`config.mk`:
```
export PLATFORM = sky130hd
export DESIGN_NAME = mux_diag_sequencer
export DESIGN_NICKNAME = d
export VERILOG_FILES = /design/src/rtl/mux_diag_pkg.sv /design/src/rtl/mux_diag_check.sv /design/src/rtl/mux_diag_sequencer.sv
export SDC_FILE = /design/constraint.sdc
export NUM_CORES = 1
export LEC_CHECK = 0
export BUFFER_PORTS_ARGS = -buffer_cell sky130_fd_sc_hd__clkbuf_2
export CAP_MARGIN = 20
export CORE_MARGIN = 2
export CORE_UTILIZATION = 54
export DETAILED_ROUTE_END_ITERATION = 10
export PLACE_DENSITY = 0.78
export RECOVER_POWER = 50
export SKIP_CTS_REPAIR_TIMING = 1
export SLEW_MARGIN = 20
export SYNTH_ARGS = -nofsm -noshare
export SYNTH_HDL_FRONTEND = slang
export SYNTH_SLANG_ARGS = --single-unit
```
`constraint.sdc`:
```
create_clock -name clk -period 2.02 [get_ports clk]
set_input_delay 0.404 -clock clk [delete_from_list [all_inputs] [get_ports clk]]
set_output_delay 0.404 -clock clk [all_outputs]
set_load 0.02 [all_outputs]
```
`src/rtl/mux_diag_pkg.sv`:
```
// Shared types, constants, fan-in cone masks and golden wire model for the mux self-test.
// Pure definitions; no timing or flow control of its own.
package mux_diag_pkg;

  localparam int NUM_WIRES = 9;
  localparam int NUM_VEC   = 8;

  typedef enum logic [2:0] {
    ST_IDLE,
    ST_DRIVE,
    ST_WAIT,
    ST_CHECK,
    ST_DONE
  } state_t;

  // Entry k: every wire whose fault could make wire k the highest mismatching tap.
  localparam logic [NUM_WIRES-1:0] CONE [NUM_WIRES] = '{
    9'h001, 9'h002, 9'h004, 9'h00C, 9'h014, 9'h034, 9'h04E, 9'h0B5, 9'h1FF
  };

  function automatic logic [NUM_WIRES-1:0] golden(input logic [2:0] v);
    logic i0, i1, s, w6, w7;
    i0 = v[2];
    i1 = v[1];
    s  = v[0];
    w6 = i1 & s;
    w7 = i0 & ~s;
    return {w6 | w7, w7, w6, ~s, s, s, s, i1, i0};
  endfunction

endpackage

```
`src/rtl/mux_diag_check.sv`:
```
// Combinational tap checker: syndrome, mismatch flag and cone mask of the highest syndrome bit.
// Zero latency; no flow control.
module mux_diag_check
  import mux_diag_pkg::*;
(
  input  logic [2:0]           v,
  input  logic [NUM_WIRES-1:0] taps,
  output logic [NUM_WIRES-1:0] syndrome,
  output logic                 mismatch,
  output logic [NUM_WIRES-1:0] cone
);

  always_comb begin
    syndrome = taps ^ golden(v);
    mismatch = |syndrome;
    cone     = CONE[0];
    // Ascending scan so the highest set bit wins.
    for (int k = 0; k < NUM_WIRES; k++) begin
      if (syndrome[k]) cone = CONE[k];
    end
  end

endmodule

```
`src/rtl/mux_diag_sequencer.sv`:
```
// Mux self-test sequencer: 8 vectors x (SETTLE+2) cycles; start is ignored while busy.
// Optional syndrome log build option: MUX_DIAG_SYNDROME_LOG_EN.
module mux_diag_sequencer
  import mux_diag_pkg::*;
#(
  parameter int SETTLE = 4
) (
  input  logic                 clk,
  input  logic                 rst_n,
  input  logic                 start,
  input  logic [NUM_WIRES-1:0] taps,
  output logic                 I0,
  output logic                 I1,
  output logic                 S,
  output logic                 busy,
  output logic                 done,
  output logic [NUM_WIRES-1:0] cand,
  output logic [3:0]           err_cnt,
  output logic                 fault_found
`ifdef MUX_DIAG_SYNDROME_LOG_EN
  ,
  input  logic [2:0]           log_idx,
  output logic [NUM_WIRES-1:0] log_data
`endif
);

  localparam int CW = (SETTLE < 2) ? 1 : $clog2(SETTLE + 1);

  state_t               state;
  logic [2:0]           v;
  logic [CW-1:0]        cnt;
  logic [NUM_WIRES-1:0] syndrome;
  logic                 mismatch;
  logic [NUM_WIRES-1:0] cone;
  logic                 run_start;

  assign run_start   = start && (state == ST_IDLE || state == ST_DONE);
  assign fault_found = (err_cnt != 4'd0);

  mux_diag_check u_check (
    .v        (v),
    .taps     (taps),
    .syndrome (syndrome),
    .mismatch (mismatch),
    .cone     (cone)
  );

  always_ff @(posedge clk or negedge rst_n) begin
    if (!rst_n) begin
      state   <= ST_IDLE;
      v       <= '0;
      cnt     <= '0;
      I0      <= 1'b0;
      I1      <= 1'b0;
      S       <= 1'b0;
      busy    <= 1'b0;
      done    <= 1'b0;
      cand    <= '1;
      err_cnt <= '0;
    end else begin
      case (state)
        ST_IDLE, ST_DONE: begin
          if (run_start) begin
            state   <= ST_DRIVE;
            v       <= '0;
            busy    <= 1'b1;
            done    <= 1'b0;
            cand    <= '1;
            err_cnt <= '0;
          end
        end
        ST_DRIVE: begin
          {I0, I1, S} <= v;
          cnt         <= CW'(SETTLE);
          state       <= ST_WAIT;
        end
        ST_WAIT: begin
          cnt <= cnt - 1'b1;
          if (cnt == CW'(1)) state <= ST_CHECK;
        end
        ST_CHECK: begin
          if (mismatch) begin
            cand    <= cand & cone;
            err_cnt <= err_cnt + 4'd1;
          end
          if (v == 3'd7) begin
            state <= ST_DONE;
            busy  <= 1'b0;
            done  <= 1'b1;
          end else begin
            v     <= v + 3'd1;
            state <= ST_DRIVE;
          end
        end
        default: state <= ST_IDLE;
      endcase
    end
  end

`ifdef MUX_DIAG_SYNDROME_LOG_EN
  logic [NUM_WIRES-1:0] log_mem [NUM_VEC];

  always_ff @(posedge clk or negedge rst_n) begin
    if (!rst_n) begin
      for (int i = 0; i < NUM_VEC; i++) log_mem[i] <= '0;
    end else if (run_start) begin
      for (int i = 0; i < NUM_VEC; i++) log_mem[i] <= '0;
    end else if (state == ST_CHECK) begin
      log_mem[v] <= syndrome;
    end
  end

  assign log_data = log_mem[log_idx];
`else
  logic unused_syndrome;
  assign unused_syndrome = ^syndrome;
`endif

endmodule

```
* Word-level counts from Yosys, hierarchy flattened
Cells that the tools add are included.
** Word-level totals
- Output and inout port bits :: 19
- Bits in registers :: 27
** Cells by class
- Reduce and logical (&&, ||, !) cells :: 12
- Equal/unequal tests :: 11
- Muxes and demuxes :: 28
- Bitwise logic cells :: 6
- $add $sub $neg :: 3
** Operator list (count)
- two-way mux 9 bit :: 3
- two-way mux 3 bit :: 6
- case mux 9 bit (2 select lines) :: 1
- two-way mux 4 bit :: 3
- case mux 3 bit (2 select lines) :: 2
- case mux 3 bit (4 select lines) :: 1
- inequality test 2 bit, second input constant :: 5
- AND 9 bit :: 1
- AND reduction 3 bit :: 3
- OR reduction 9 bit :: 1
- XOR 9 bit :: 1
- two-way mux 8 bit :: 1
- case mux 4 bit (2 select lines) :: 1
- two-way mux 7 bit :: 1
- == test 3 x 1 -> 1 bit, second input constant :: 2
- == test 3 x 2 -> 1 bit, second input constant :: 2
- == test 3 bit, second input constant :: 2
- two-way mux 6 bit :: 1
- two-way mux 5 bit :: 1
- adder 4 x 1 -> 4 bit, second input constant :: 1
- two-way mux 1 bit :: 4
- case mux 1 bit (2 select lines) :: 2
- nonzero test 2 bit :: 2
- nonzero test 4 bit :: 1
- 11 further kinds :: 12

* Logic depth before layout (Yosys ltp)
- Depth after elaboration :: 15
- Depth in mapped cells :: 7
- Gate-level depth less buffers :: 6

* By module
Synthesis repeated with hierarchy kept, for this count alone.
** Unflattened totals
- Cell total of the unflattened synthesis :: 171
- Area, all modules :: 1684.1 um2
** By module, submodules not included
- mux_diag_sequencer :: cells each 118, times used 1, area an instance 1308.8 um2
- mux_diag_check :: cells each 53, times used 1, area an instance 375.4 um2

* Worst setup path before layout
Ideal clock, no wire load.
- Path type :: register to register
- Start point :: reg v[1]
- End point :: reg err_cnt[3]
- Period minus slack after synthesis :: 1.839 ns
- Setup time :: 0.126 ns
- Path buffers :: 0
- Data arrival time :: 1.713 ns
- Cell stages (with the launch flop) :: 7
- Slack :: 0.181 ns
- Path through :: dfrtp_1 ha_1 xor2_1 nor2_1 o2111ai_4 o21ai_2 a221o_1
** Between the ends
- Cells in the longest elaborated chain, start to end :: 6
** RTL lines
- from (decl) :: RTL line mux_diag_sequencer.sv:30 : logic [2:0] v;
- from (signal assigned) :: RTL line mux_diag_sequencer.sv:91 : v <= v + 3'd1;
- AND 1 bit :: RTL line mux_diag_pkg.sv:26 : w6 = i1 & s;
- OR 1 bit :: RTL line mux_diag_pkg.sv:28 : return {w6 | w7, w7, w6, ~s, s, s, s, i1, i0};
- XOR 9 bit * :: RTL line mux_diag_check.sv:14 : syndrome = taps ^ golden(v);
- OR reduction 9 bit * :: RTL line mux_diag_check.sv:15 : mismatch = |syndrome;
- inequality test 2 bit (no source line) *
- AND reduction 3 bit (no source line) *
- to (signal assigned) :: RTL line mux_diag_sequencer.sv:84 : err_cnt <= err_cnt + 4'd1;
- to (decl) :: RTL line mux_diag_sequencer.sv:18 : output logic [3:0] err_cnt,
Mark *: on every way between the ends. The rest lies on a longest branch, timed or not.
A chain may end at the register's enable or synchronous reset.

* Worst setup path after layout
- Start point :: reg v[0]
- End point :: reg err_cnt[3]
** Between the ends
- Cells in the longest elaborated chain, start to end :: 7
- Elaborated cells between the ends (all ways) :: 8
** RTL lines
- inverter 1 bit :: RTL line mux_diag_pkg.sv:27, mux_diag_pkg.sv:28
- AND 1 bit :: RTL line mux_diag_pkg.sv:27 : w7 = i0 & ~s;
- OR 1 bit :: RTL line mux_diag_pkg.sv:28
- XOR 9 bit * :: RTL line mux_diag_check.sv:14
- OR reduction 9 bit * :: RTL line mux_diag_check.sv:15
- inequality test 2 bit (no source line) *
- AND reduction 3 bit (no source line) *
Marks and branches as above.

==> results.md <==
- First-pass GRT wire length: 5780 um
- Top_reg_cell synth: dfrtp_1
- Top-count cell post-synth: nand2_1
- Final Hold Viols: 0
- DR vias/cell: 5.81
- Critical path fanouts, max: 7
- Avg WL per Cell: 14.8 um
- Final GP Congestion: 0.907
- Synth warn: 0
- Ports: 31
- Leakage: 0.865 nW
- ANT cells: 0
- Clk buf depth: 2
- Relative slew slack: 4.70%
- Worst slew pin tran: 1.43 ns
- Number of flops mapped to enable cells by yosys: 0
- Yosys top cell area share: 28.8%
- Setup total negative slack: 0 ns
- Dpl hpwl: 2580 um
- Synth area leader: dfrtp_1
- CTS H-Tree Depth: 1
- P&R area growth vs syn: 15.4%
- Starting DRT DRC Count: 28
- Row Count: 19
- Min-delay worst type: input port to flip-flop
- GRT Residual Overflow: 0
- GRT Util Overall: 21.8%
- Die extent in x: 57.9 um
- Clock skew: 0.00167 ns
- Die height: 57.9 um
- Final wirelength: 3260 um
- DIE AREA: 3350 sq um
- Async S/R FF share, synth: 100%
- Synth top area cells: dfrtp_1 (29%), dfstp_2 (15%), nand2_1 (5.0%)
- Vias in the first global route: 1322
- Peak VDD IR: 0.948 mV
- Design Power: 2.67 mW
- Mapped Cells: 152
- Final max-slew violation count: 0
- DRC Markers: 0
- Worst Path Required: 2.25 ns
- Seq/Total Area, Yosys: 43.8%
- Input/output buffers: 30
- Core Footprint: 2760 sq um
- Fin crit period: 1.89 ns
- Clock latency at the later pin of the worst-skew pair: 0.32 ns
- Clk slew on worst S/H paths: 0.15 ns
- Yosys reg bits: 27
- Max-Cap Viols: 0
- Final setup fails: 0
- Initial Util: 56.8%
- Status: finished clean
- Synth cell count leaders: nand2_1 (21), dfrtp_1 (18), nor2_1 (12)
- Worst slack at placement: 0.126 ns
- Syn Std Cell Area: 1570 sq um
- Post-synthesis cell type count: 49
- Initial antenna violation count: 0
- Achievable frequency: 0.529 GHz
- Largest net degree at the start of global routing: 28
- Via count: 1278
- Layout cell share with drive strength beyond 1: 30.7%
- CTS root buf: clkbuf_4
- Synth Area per Inst: 10.3 sq um
- CTS tree: built
- Startpoint Class: flip-flop
- Crit Path Category: flip-flop to flip-flop
- Nets: 208
- Syn Nets: 170
- Crit end category: flip-flop
- Setup ws final: 0.130 ns
- Pwr/cell area: 1480 nW/um^2
- Ratio of final minimum period to clock period: 93.6%
- RSZ-0062 raised after global routing: no
- Arrival time worst endpoint: 2.12 ns
- DRT antenna net count: 0
- CTS buffer count: 3
- Clock Sink Count: 27
- DRT Pass-1 Iters: 4
[critical path: stages (launching register included)]
cell and delay, ns:
dfrtp_1 0.48, buf_4 0.19, nor2b_1 0.13, a32o_2 0.24, o2111ai_4 0.28, o21ai_2 0.13
a221o_1 0.35
[layout by cell type (no fill, tap or decap), drive strengths merged, types with 3 or more instances in the layout]
| master | netlist | routed |
|---|---|---|
| clkbuf | 3 | 33 |
| nand2 | 21 | 21 |
| dfrtp | 18 | 18 |
| nor2 | 12 | 12 |
| dfstp | 9 | 9 |
| o21ai | 8 | 8 |
| buf | 2 | 8 |
| xor2 | 6 | 6 |
| ha | 6 | 6 |
| inv | 6 | 6 |
| a21oi | 5 | 5 |
| xnor2 | 4 | 4 |
| a21o | 4 | 4 |
| o22a | 3 | 3 |
| o41ai | 3 | 3 |
| mux2i | 3 | 3 |
| and3 | 3 | 3 |
| mux2 | 3 | 3 |
| nand3 | 3 | 3 |
[kinds of logic (layout without fill, tap and decap cells)]
group / count (synthesis) / after routing / synth area share, %
AOI/OAI and AO/OA: 36 / 36 / 18.5
adders and majority gates: 6 / 6 / 4.79
and+or+nand+nor: 56 / 56 / 19.7
xor gates and xnor gates: 10 / 10 / 5.59
DFF: 27 / 27 / 43.8
buffers and inverters: 11 / 48 / 3.51
muxes: 6 / 6 / 4.07
[area by class of cell]
type	count	area, sq um
fillers	237	950
inverters	6	22.5
repair buffers	38	205
clock inverters	1	5.00
multi-input cells	114	827
flip-flops and latches	27	687
well taps	31	38.8
clock buffers	3	22.5
[per-layer routing]
layer  GRT usage, %  share of wire [%]
met1           25.6                 42
met2           40.6                 53
met3           2.90                3.6
met4           7.64                1.1
met5              0                  0
[worst paths after layout]
kind / from / end / slack, ns / depth (start not counted)
setup / recovery: v[0] / err_cnt[3] / 0.13 / 6
hold reg to reg: cand[2] / cand[2] / 0.48 / 2
max in group asynchronous: rst_n / S / 0.81 / 1
min in group asynchronous: rst_n / err_cnt[3] / 0.38 / 1
hold / removal: start / state[2] / 0.29 / 2
setup reg to reg: v[0] / err_cnt[3] / 0.13 / 6
[state kept, by name (all words and copies together), names as in the netlist]
name / flops
cand: 9
err_cnt: 4
cnt: 3
state: 3
v: 3
I0: 1
I1: 1
S: 1
busy: 1
done: 1
[per-stage QoR]
step	hold slack, ns	util [%]	instance area (sq um)	instances
after floorplan	0.108	-	1570	152
after global placement	0.453	64.7	1780	216
after detailed placement	0.461	64.7	1780	216
after CTS	0.0904	65.7	1810	220
after global routing	0.295	65.6	1810	220
final	0.289	65.6	1810	220
[power breakdown]
part,switching [mW],internal [mW],total [mW]
registers,0.184,0.795,0.979
logic,0.823,0.633,1.46
clock network,0.162,0.0742,0.236
total,1.17,1.50,2.67
(Power assumes the default switching activity.)
